[src/rtl/inhibit_seq_unit_if.sv]
// Operand/result stream bundle for inhibit_seq_unit: control, input pair handshake,
// FIFO head handshake and sweep status.
interface inhibit_seq_unit_if #(
    parameter int unsigned WIDTH = 4
);
    logic [1:0]         op;
    logic               sweep_start;
    logic               in_valid;
    logic               in_ready;
    logic [WIDTH-1:0]   a;
    logic [WIDTH-1:0]   b;
    logic               out_valid;
    logic               out_ready;
    logic [2*WIDTH-1:0] out_m;
    logic [WIDTH-1:0]   out_a;
    logic [WIDTH-1:0]   out_b;
    logic [WIDTH-1:0]   out_s;
    logic [2:0]         out_ones;
    logic               busy;
    logic               done;

    modport slave (
        input  op, sweep_start, in_valid, a, b, out_ready,
        output in_ready, out_valid, out_m, out_a, out_b, out_s, out_ones, busy, done
    );

    modport master (
        output op, sweep_start, in_valid, a, b, out_ready,
        input  in_ready, out_valid, out_m, out_a, out_b, out_s, out_ones, busy, done
    );
endinterface

[src/rtl/inhibit_seq_unit.sv]
// Selectable bitwise two-operand function unit fed by an external stream or a
// truth-table sweep sequencer, with results queued in a first-word-fall-through FIFO.
module inhibit_seq_unit #(
    parameter int unsigned WIDTH = 4,
    parameter int unsigned DEPTH = 2
) (
    input logic               clk,
    input logic               reset,
    inhibit_seq_unit_if.slave bus
);
    localparam int unsigned MW = 2 * WIDTH;
    localparam int unsigned PW = $clog2(DEPTH);
    localparam logic [PW:0]    CntFull = (PW + 1)'(DEPTH);
    localparam logic [MW-1:0]  MLast   = {MW{1'b1}};

    typedef enum logic [1:0] {StIdle, StSweep, StDone} state_e;

    state_e          state_q;
    logic [1:0]      op_q;
    logic [MW-1:0]   m_q;
    logic [MW-1:0]   ext_idx_q;
    logic [PW-1:0]   wr_ptr_q;
    logic [PW-1:0]   rd_ptr_q;
    logic [PW:0]     count_q;
    logic [MW-1:0]   mem_m [DEPTH];
    logic [WIDTH-1:0] mem_a [DEPTH];
    logic [WIDTH-1:0] mem_b [DEPTH];
    logic [WIDTH-1:0] mem_s [DEPTH];

    logic             full, empty, pop, in_ready, ext_xfer, sweep_push, push;
    logic [PW-1:0]    head_idx;
    logic [MW-1:0]    push_m;
    logic [WIDTH-1:0] push_a, push_b, push_s;
    logic [2:0]       ones;

    function automatic logic [WIDTH-1:0] bitfn(input logic [1:0] sel,
                                               input logic [WIDTH-1:0] x,
                                               input logic [WIDTH-1:0] y);
        case (sel)
            2'b00:   return ~x & y;
            2'b01:   return x & ~y;
            2'b10:   return ~(x | y);
            default: return ~(x ^ y);
        endcase
    endfunction

    always_comb begin
        full       = (count_q == CntFull);
        empty      = (count_q == '0);
        pop        = !empty && bus.out_ready;
        in_ready   = (state_q == StIdle) && !full && !reset;
        ext_xfer   = bus.in_valid && in_ready;
        // A pop at full frees the slot this push lands in, so the sweep keeps pace.
        sweep_push = (state_q == StSweep) && (!full || pop);
        push       = ext_xfer || sweep_push;
        if (state_q == StSweep) begin
            push_m = m_q;
            push_a = m_q[MW-1:WIDTH];
            push_b = m_q[WIDTH-1:0];
            push_s = bitfn(op_q, m_q[MW-1:WIDTH], m_q[WIDTH-1:0]);
        end else begin
            push_m = ext_idx_q;
            push_a = bus.a;
            push_b = bus.b;
            push_s = bitfn(bus.op, bus.a, bus.b);
        end
        // When empty, show the most recently popped slot so head fields hold.
        head_idx = empty ? rd_ptr_q - PW'(1) : rd_ptr_q;
        ones = '0;
        for (int i = 0; i < WIDTH; i++) begin
            ones = ones + 3'(mem_s[head_idx][i]);
        end
    end

    assign bus.in_ready  = in_ready;
    assign bus.out_valid = !empty;
    assign bus.out_m     = mem_m[head_idx];
    assign bus.out_a     = mem_a[head_idx];
    assign bus.out_b     = mem_b[head_idx];
    assign bus.out_s     = mem_s[head_idx];
    assign bus.out_ones  = ones;
    assign bus.busy      = (state_q == StSweep) || (state_q == StDone);
    assign bus.done      = (state_q == StDone);

    always_ff @(posedge clk or posedge reset) begin
        if (reset) begin
            state_q   <= StIdle;
            op_q      <= 2'b00;
            m_q       <= '0;
            ext_idx_q <= '0;
        end else begin
            if (ext_xfer) begin
                ext_idx_q <= ext_idx_q + MW'(1);
            end
            case (state_q)
                StIdle: begin
                    if (bus.sweep_start) begin
                        op_q    <= bus.op;
                        m_q     <= '0;
                        state_q <= StSweep;
                    end
                end
                StSweep: begin
                    if (sweep_push) begin
                        m_q <= m_q + MW'(1);
                        if (m_q == MLast) begin
                            state_q <= StDone;
                        end
                    end
                end
                default: state_q <= StIdle;
            endcase
        end
    end

    always_ff @(posedge clk or posedge reset) begin
        if (reset) begin
            wr_ptr_q <= '0;
            rd_ptr_q <= '0;
            count_q  <= '0;
            for (int i = 0; i < DEPTH; i++) begin
                mem_m[i] <= '0;
                mem_a[i] <= '0;
                mem_b[i] <= '0;
                mem_s[i] <= '0;
            end
        end else begin
            if (push) begin
                mem_m[wr_ptr_q] <= push_m;
                mem_a[wr_ptr_q] <= push_a;
                mem_b[wr_ptr_q] <= push_b;
                mem_s[wr_ptr_q] <= push_s;
                wr_ptr_q        <= wr_ptr_q + PW'(1);
            end
            if (pop) begin
                rd_ptr_q <= rd_ptr_q + PW'(1);
            end
            case ({push, pop})
                2'b10:   count_q <= count_q + (PW + 1)'(1);
                2'b01:   count_q <= count_q - (PW + 1)'(1);
                default: count_q <= count_q;
            endcase
        end
    end
endmodule

[src/flat_wrapper.sv]
// flat-port wrapper written by rule: the top's interface ports become plain ports
module inhibit_seq_unit_flat 
#(
    parameter int unsigned WIDTH = 4,
    parameter int unsigned DEPTH = 2
)
  (clk, reset, bus_op, bus_sweep_start, bus_in_valid, bus_a, bus_b, bus_out_ready, bus_in_ready, bus_out_valid, bus_out_m, bus_out_a, bus_out_b, bus_out_s, bus_out_ones, bus_busy, bus_done);
  inhibit_seq_unit_if #(.WIDTH(WIDTH)) bus_i ();
  input logic clk;
  input logic reset;
  input wire logic [$bits(bus_i.op)-1:0] bus_op;
  input wire logic [$bits(bus_i.sweep_start)-1:0] bus_sweep_start;
  input wire logic [$bits(bus_i.in_valid)-1:0] bus_in_valid;
  input wire logic [$bits(bus_i.a)-1:0] bus_a;
  input wire logic [$bits(bus_i.b)-1:0] bus_b;
  input wire logic [$bits(bus_i.out_ready)-1:0] bus_out_ready;
  output wire logic [$bits(bus_i.in_ready)-1:0] bus_in_ready;
  output wire logic [$bits(bus_i.out_valid)-1:0] bus_out_valid;
  output wire logic [$bits(bus_i.out_m)-1:0] bus_out_m;
  output wire logic [$bits(bus_i.out_a)-1:0] bus_out_a;
  output wire logic [$bits(bus_i.out_b)-1:0] bus_out_b;
  output wire logic [$bits(bus_i.out_s)-1:0] bus_out_s;
  output wire logic [$bits(bus_i.out_ones)-1:0] bus_out_ones;
  output wire logic [$bits(bus_i.busy)-1:0] bus_busy;
  output wire logic [$bits(bus_i.done)-1:0] bus_done;
  assign bus_i.op = bus_op;
  assign bus_i.sweep_start = bus_sweep_start;
  assign bus_i.in_valid = bus_in_valid;
  assign bus_i.a = bus_a;
  assign bus_i.b = bus_b;
  assign bus_i.out_ready = bus_out_ready;
  assign bus_in_ready = bus_i.in_ready;
  assign bus_out_valid = bus_i.out_valid;
  assign bus_out_m = bus_i.out_m;
  assign bus_out_a = bus_i.out_a;
  assign bus_out_b = bus_i.out_b;
  assign bus_out_s = bus_i.out_s;
  assign bus_out_ones = bus_i.out_ones;
  assign bus_busy = bus_i.busy;
  assign bus_done = bus_i.done;
  inhibit_seq_unit #(.WIDTH(WIDTH), .DEPTH(DEPTH)) u_core (.clk(clk), .reset(reset), .bus(bus_i));
endmodule
[config.mk]
export PLATFORM = sky130hd
export DESIGN_NAME = inhibit_seq_unit_flat
export DESIGN_NICKNAME = d
export VERILOG_FILES = /design/src/rtl/inhibit_seq_unit_if.sv /design/src/rtl/inhibit_seq_unit.sv /design/src/flat_wrapper.sv
export SDC_FILE = /design/constraint.sdc
export NUM_CORES = 1
export LEC_CHECK = 0
export ABC_CLOCK_PERIOD_IN_PS = 3530
export BUFFER_PORTS_ARGS = -buffer_cell sky130_fd_sc_hd__buf_2
export CAP_MARGIN = 20
export CORE_MARGIN = 2
export CORE_UTILIZATION = 40
export CTS_CLUSTER_DIAMETER = 200
export CTS_CLUSTER_SIZE = 12
export DETAILED_ROUTE_END_ITERATION = 10
export PLACE_DENSITY_LB_ADDON = 0.15
export REMOVE_ABC_BUFFERS = 1
export SYNTH_ARGS = -nofsm -noshare
export SYNTH_HDL_FRONTEND = slang
export SYNTH_SLANG_ARGS = --single-unit
[constraint.sdc]
create_clock -name clk -period 3.53 [get_ports clk]
set_input_delay 0.353 -clock clk [delete_from_list [all_inputs] [get_ports clk]]
set_output_delay 0.353 -clock clk [all_outputs]
set_load 0.02 [all_outputs]
## Yosys cells after proc, flatten, opt, wreduce, memory -nomap -nowiden

Cells that the tools add are included.

- Equal/unequal tests: 13
- $add $sub $neg: 10
- Reduce and logical (&&, ||, !) cells: 21
- Bitwise logic cells: 18
- Multiplexer cells: 35
- Order comparisons: 3

Operator list:

| cell | number |
|---|---|
| $mux W8 | 7 |
| $mux W4 | 13 |
| $not A4 Y4 | 8 |
| $bwmux W8 | 3 |
| $pmux W4 S3 | 2 |
| $add A8 B1 Y8 const B | 2 |
| $and A4 B4 Y4 | 4 |
| $bwmux W16 | 1 |
| $pmux W8 S2 | 1 |
| $eq A2 B2 Y1 const B | 5 |
| $demux W8 S1 | 1 |
| $eq A2 B1 Y1 const B | 4 |
| $eq A8 B8 Y1 const B | 1 |
| $logic_not A2 Y1 | 4 |
| $or A4 B4 Y4 | 2 |
| $pmux W2 S2 | 2 |
| $xor A4 B4 Y4 | 2 |
| $add A3 B1 Y3 | 2 |
| $logic_and A1 B1 Y1 | 6 |
| $mux W2 | 3 |
| $reduce_and A3 Y1 | 2 |
| $demux W4 S1 | 1 |
| $ge A2 B2 Y1 const B | 2 |
| $ne A2 B2 Y1 const B | 2 |
| other kinds (13) | 20 |

- Output and inout bits: 27
- Register bits after elaboration: 64
- Logic and storage cells: 115
- Input port bits: 15

## Logic depth before layout (Yosys ltp)

- Depth after elaboration: 9
- Depth in mapped cells: 10
- Mapped depth without buffers: 9

## Worst setup path before layout

OpenSTA, ideal clock, no wires.

- Kind: register to output
- Start: reg u_core.count_q[0]
- End: out bus_out_ones[1]
- Arrival time: 2,890 ps
- Stages on the path, launching flop included: 9
- Buffers on the path: 2
- Path slack: 287 ps
- Data required time: 3,177 ps
- Cell sequence: dfrtp_1 > buf_4 > or2_2 > xor2_1 > buf_2 > o21ai_0 > ha_1 > fa_1 > ha_1

- Word-level cells in the longest chain between the ends: 9

Ends and longest elaborated chain:

| what | RTL line | source |
|---|---|---|
| start: declaration | inhibit_seq_unit.sv:24 | `logic [PW:0] count_q;` |
| start signal: assignment | inhibit_seq_unit.sv:139 | `2'b10: count_q <= count_q + (PW + 1)'(1);` |
| start signal: assignment | inhibit_seq_unit.sv:140 | `2'b01: count_q <= count_q - (PW + 1)'(1);` |
| start signal: assignment | inhibit_seq_unit.sv:141 | `default: count_q <= count_q;` |
| $logic_not A2 Y1 | inhibit_seq_unit.sv:49 | `empty = (count_q == '0);` |
| $mux W1 | inhibit_seq_unit.sv:68 | `head_idx = empty ? rd_ptr_q - PW'(1) : rd_ptr_q;` |
| $not A1 Y2 | n/a |  |
| $mux W4 (not written as such) (3 in series) | inhibit_seq_unit.sv:71 | `ones = ones + 3'(mem_s[head_idx][i]);` |
| named net bus_out_s[0] | flat_wrapper.sv:22 | `output wire logic [$bits(bus_i.out_s)-1:0] bus_out_s;` |
| $add A1 B1 Y2 | inhibit_seq_unit.sv:71 |  |
| $add A3 B1 Y3 (2 in series) | inhibit_seq_unit.sv:71 |  |
| end: declaration | flat_wrapper.sv:23 | `output wire logic [$bits(bus_i.out_ones)-1:0] bus_out_ones;` |

The timed path passes the listed nets, and every way through them passes these cells. The select of a mux whose other input is x is not followed.

## Worst setup path in the final report

- Start: reg u_core.count_q[0]
- End: out bus_out_ones[1]

- Word-level cells in the longest chain between the ends: 9

Ends and longest elaborated chain:

| what | RTL line |
|---|---|
| $logic_not A2 Y1 (*) | inhibit_seq_unit.sv:49 |
| $mux W1 (*) | inhibit_seq_unit.sv:68 |
| $not A1 Y2 (not written as such) (*) | inhibit_seq_unit.sv:71 |
| $mux W4 (not written as such) (*) (3 in series) | inhibit_seq_unit.sv:71 |
| $add A1 B1 Y2 | inhibit_seq_unit.sv:71 |
| $add A3 B1 Y3 | inhibit_seq_unit.sv:71 |
| $add A3 B1 Y3 (*) | inhibit_seq_unit.sv:71 |

Every way passes the cells marked *; elsewhere a longest branch is shown, timed or not. The select of a mux whose other input is x is not followed.

==> results.toml <==
[run_status]
status = "completed"

[final_layout]
fin_nets = 474
area_delta_synth_final_pct = 15.57
diodes = 0
layout-drive-gt1-share_pct = 21.40
final_cells = 559
num-fill-cells = 892

[detailed_routing]
wl_um = 8320
routed-wl-met2_um = 3919
vias = 2839
top_layer = "met4"
post_drt_wl_per_cell_um = 14.88
wl_met3_um = 367
first_pass_iters = 4
viasPerCell = 5.079
drc = 0
drt_iter0_drc = 87
drt-met1-wl_um = 3942
ant_nets = 0

[critical_path]
worstRegToRegCells = 7
crit_type = "reg2out"
crit_path_end_kind = "primary output"
cp_cell_sequence = "or2_2 -> xor2_4 -> mux2_2 -> ha_1 -> fa_1 -> ha_1 -> buf_2"
start_kind = "flop"
ff2ff_setup_slack_ps = 1160
max_stage_delay_ps = 450
path_common_cell = "ha_1"
crit_slowest_cell = "dfrtp_1"
r2r-start = "u_core.state_q[0]$_DFFE_PP0P_"
crit_arrival_ps = 2940
cp.required_ps = 3180
worstPathMaxFanout = 8
rr_endpoint = "u_core.mem_m[6]$_DFFE_PP0P_"

[synthesis]
synth_edf_count = 0
synth_ff_type = "dfrtp_1"
yosys.area_share.simple_pct = 14.05
synth-async-reset-ratio_pct = 100.0
synth_top_cells_by_count = "dfrtp_1 (64), nor2_1 (48), a21oi_1 (35), ha_1 (33)"
synth_seq_area_share_pct = 42.22
synth_xor_xnor_area_share_pct = 3.925
yosys.cell_count.top_type = "dfrtp_1"
synthAdderAreaFrac_pct = 11.41
yosys_warnings = 0
ys_seq_elements = 64
synthDistinctLibCells = 42
syn_area_um2 = 3794
synth_top_family_by_area = "simple AND/OR/NAND/NOR gates"
synth_area_leaders = "dfrtp_1 (42%), ha_1 (11%), mux2i_1 (7.1%), mux2_2 (6.5%), nor2_1 (4.7%)"
avgSynthCellArea_um2 = 9.854
synth.mux.area_fraction_pct = 13.65
synth_top_area_cell = "dfrtp_1"
yosys.area.top_type_share_pct = 42.22
synthCells = 385
synth-compound-area-share_pct = 9.697

[global_route]
gr-total-overflow = 0
grt_pass1_wl_um = 13720
antenna_found_initial = 0
grt_max_degree = 36
grt_usage_pct = 17.44
grt_pass1_vias = 2693

[floorplan]
die_w_um = 101.4
initial_core_util_pct = 41.06
die_area_um2 = 10280
ioPinCount = 42
core_area_um2 = 9240
chipHeight_um = 101.4
rows = 35

[sta]
skew_ps = 10.34
finalMaxSlewViolations = 0
period_minus_slack_ps = 3296
hold_viol = 0
rsz0062_at_grt = "false"
slew_headroom_pct = 43.85
fmax_mhz = 303.4
whs_ps = 101.1
tightestPinTransition_ps = 840.4
post-route-period-util_pct = 93.36
setup_viol = 0

[placed_design]
dp_hpwl_um = 6225
gp_congestion = 0.7934
numPortBuffers = 41
dp_cells = 543

[clocking]
post_cts.repair.setup_buffers = 0
cts_tree = "built"
cts_buffers = 9
clockRootBuffer = "clkbuf_8"
clockBufferDepth = 2
htree_levels = 3
clock_latency_ps = 350
clock-sinks = 64
clk_pin_slew_worst_paths_ps = 80

[power_and_ir_drop]
leakagePower_uw = 0.002011
power_uw = 4659
power.density_nw_per_um2 = 1063
peakVddDrop_uv = 582.6

[run]
max_cap_violations = 0

[worst_hold_path]
min_path_type = "in2async"
## final cells by class
cell class / count / area (um^2) / area share [%]
Timing Repair Buffer: 48 / 257.7 / 5.879
Inverter: 27 / 101.3 / 2.312
Multi-Input combinational cell: 275 / 2057 / 46.92
Tap cell: 129 / 161.4 / 3.682
Sequential cell: 64 / 1602 / 36.53
Clock inverter: 6 / 67.56 / 1.541
Clock buffer: 10 / 137.6 / 3.139
## metrics by stage
stage               instance area (um^2)  worst slack, ps  setup TNS (ps)  utilization [%]
detailed placement                  4168            517.6               0            45.10
CTS                                 4373            114.3               0            47.33
floorplan                           3704           -387.1          -899.6                -
global placement                    4168            587.1               0            45.10
global route                        4384            80.19               0            47.45
finish                              4384            234.3               0            47.45
## layer usage
metal  vias to the layer above  GRT usage, %
li1                       1398             -
met3                        10         4.486
met4                         0         4.990
met5                         -             0
met1                      1366         23.29
met2                        65         28.12
## sequential cells by signal, indices dropped and copies added (netlist names)
signal / cells
u_core.state_q: 2
u_core.wr_ptr_q: 1
u_core.count_q: 2
u_core.rd_ptr_q: 1
u_core.mem_m: 16
u_core.mem_b: 8
u_core.mem_a: 8
u_core.m_q: 8
u_core.ext_idx_q: 8
u_core.mem_s: 8
u_core.op_q: 2
## what timing repair did
action	in CTS	in global routing
resized for setup	0	1
hold buffers	0	0
setup endpoints to repair	0	1
## cells in the final DEF, fill, tap and decap left out, types with 4 or more instances in the layout
master / Yosys / routed
ha_1: 33 / 33
a21oi_1: 35 / 35
clkbuf_8: 0 / 10
o21ai_0: 9 / 9
nor2_1: 48 / 48
inv_1: 27 / 26
nor2b_1: 6 / 6
nand2b_1: 7 / 7
nand3_1: 5 / 5
mux2i_1: 27 / 27
dfrtp_1: 64 / 64
buf_4: 1 / 7
mux2_2: 22 / 22
a31oi_1: 6 / 6
xnor2_1: 12 / 12
nand2_1: 22 / 22
xor2_1: 5 / 4
buf_2: 11 / 41
## cell families after synthesis
group / count (synthesis)
AND/OR/NAND/NOR: 111
AO/OA/AOI/OAI: 64
flip-flops: 64
multiplexers: 49
buffers and inverters: 46
adder cells (fa/ha/maj): 34
XOR/XNOR: 17
## worst max-delay path: cells and delay by family (launching register included)
family | cells | cell delay [ps]
XOR/XNOR | 1 | 270
adder cells (fa/ha/maj) | 3 | 950
buffers and inverters | 1 | 160
flip-flops | 1 | 450
multiplexers | 1 | 390
AND/OR/NAND/NOR | 1 | 380
## report_power, final
part	internal, uW	switching (uW)	total, uW
sequential	1060	244	1310
combinational	1100	1600	2700
clock	348	307	654
## worst max-delay path by stage
stage / cells after the start / slack (ps) / to / startpoint
floorplan: 6 / -390 / bus_out_ones[1] / u_core.count_q[0]$_DFFE_PP0P_
global placement: 7 / 590 / bus_out_ones[1] / u_core.count_q[0]$_DFFE_PP0P_
detailed placement: 7 / 520 / bus_out_ones[1] / u_core.count_q[0]$_DFFE_PP0P_
CTS: 7 / 110 / bus_out_ones[1] / u_core.count_q[0]$_DFFE_PP0P_
global route: 7 / 80 / bus_out_ones[1] / u_core.count_q[0]$_DFFE_PP0P_
finish: 7 / 230 / bus_out_ones[1] / u_core.count_q[0]$_DFFE_PP0P_
(Power assumes the default switching activity.)
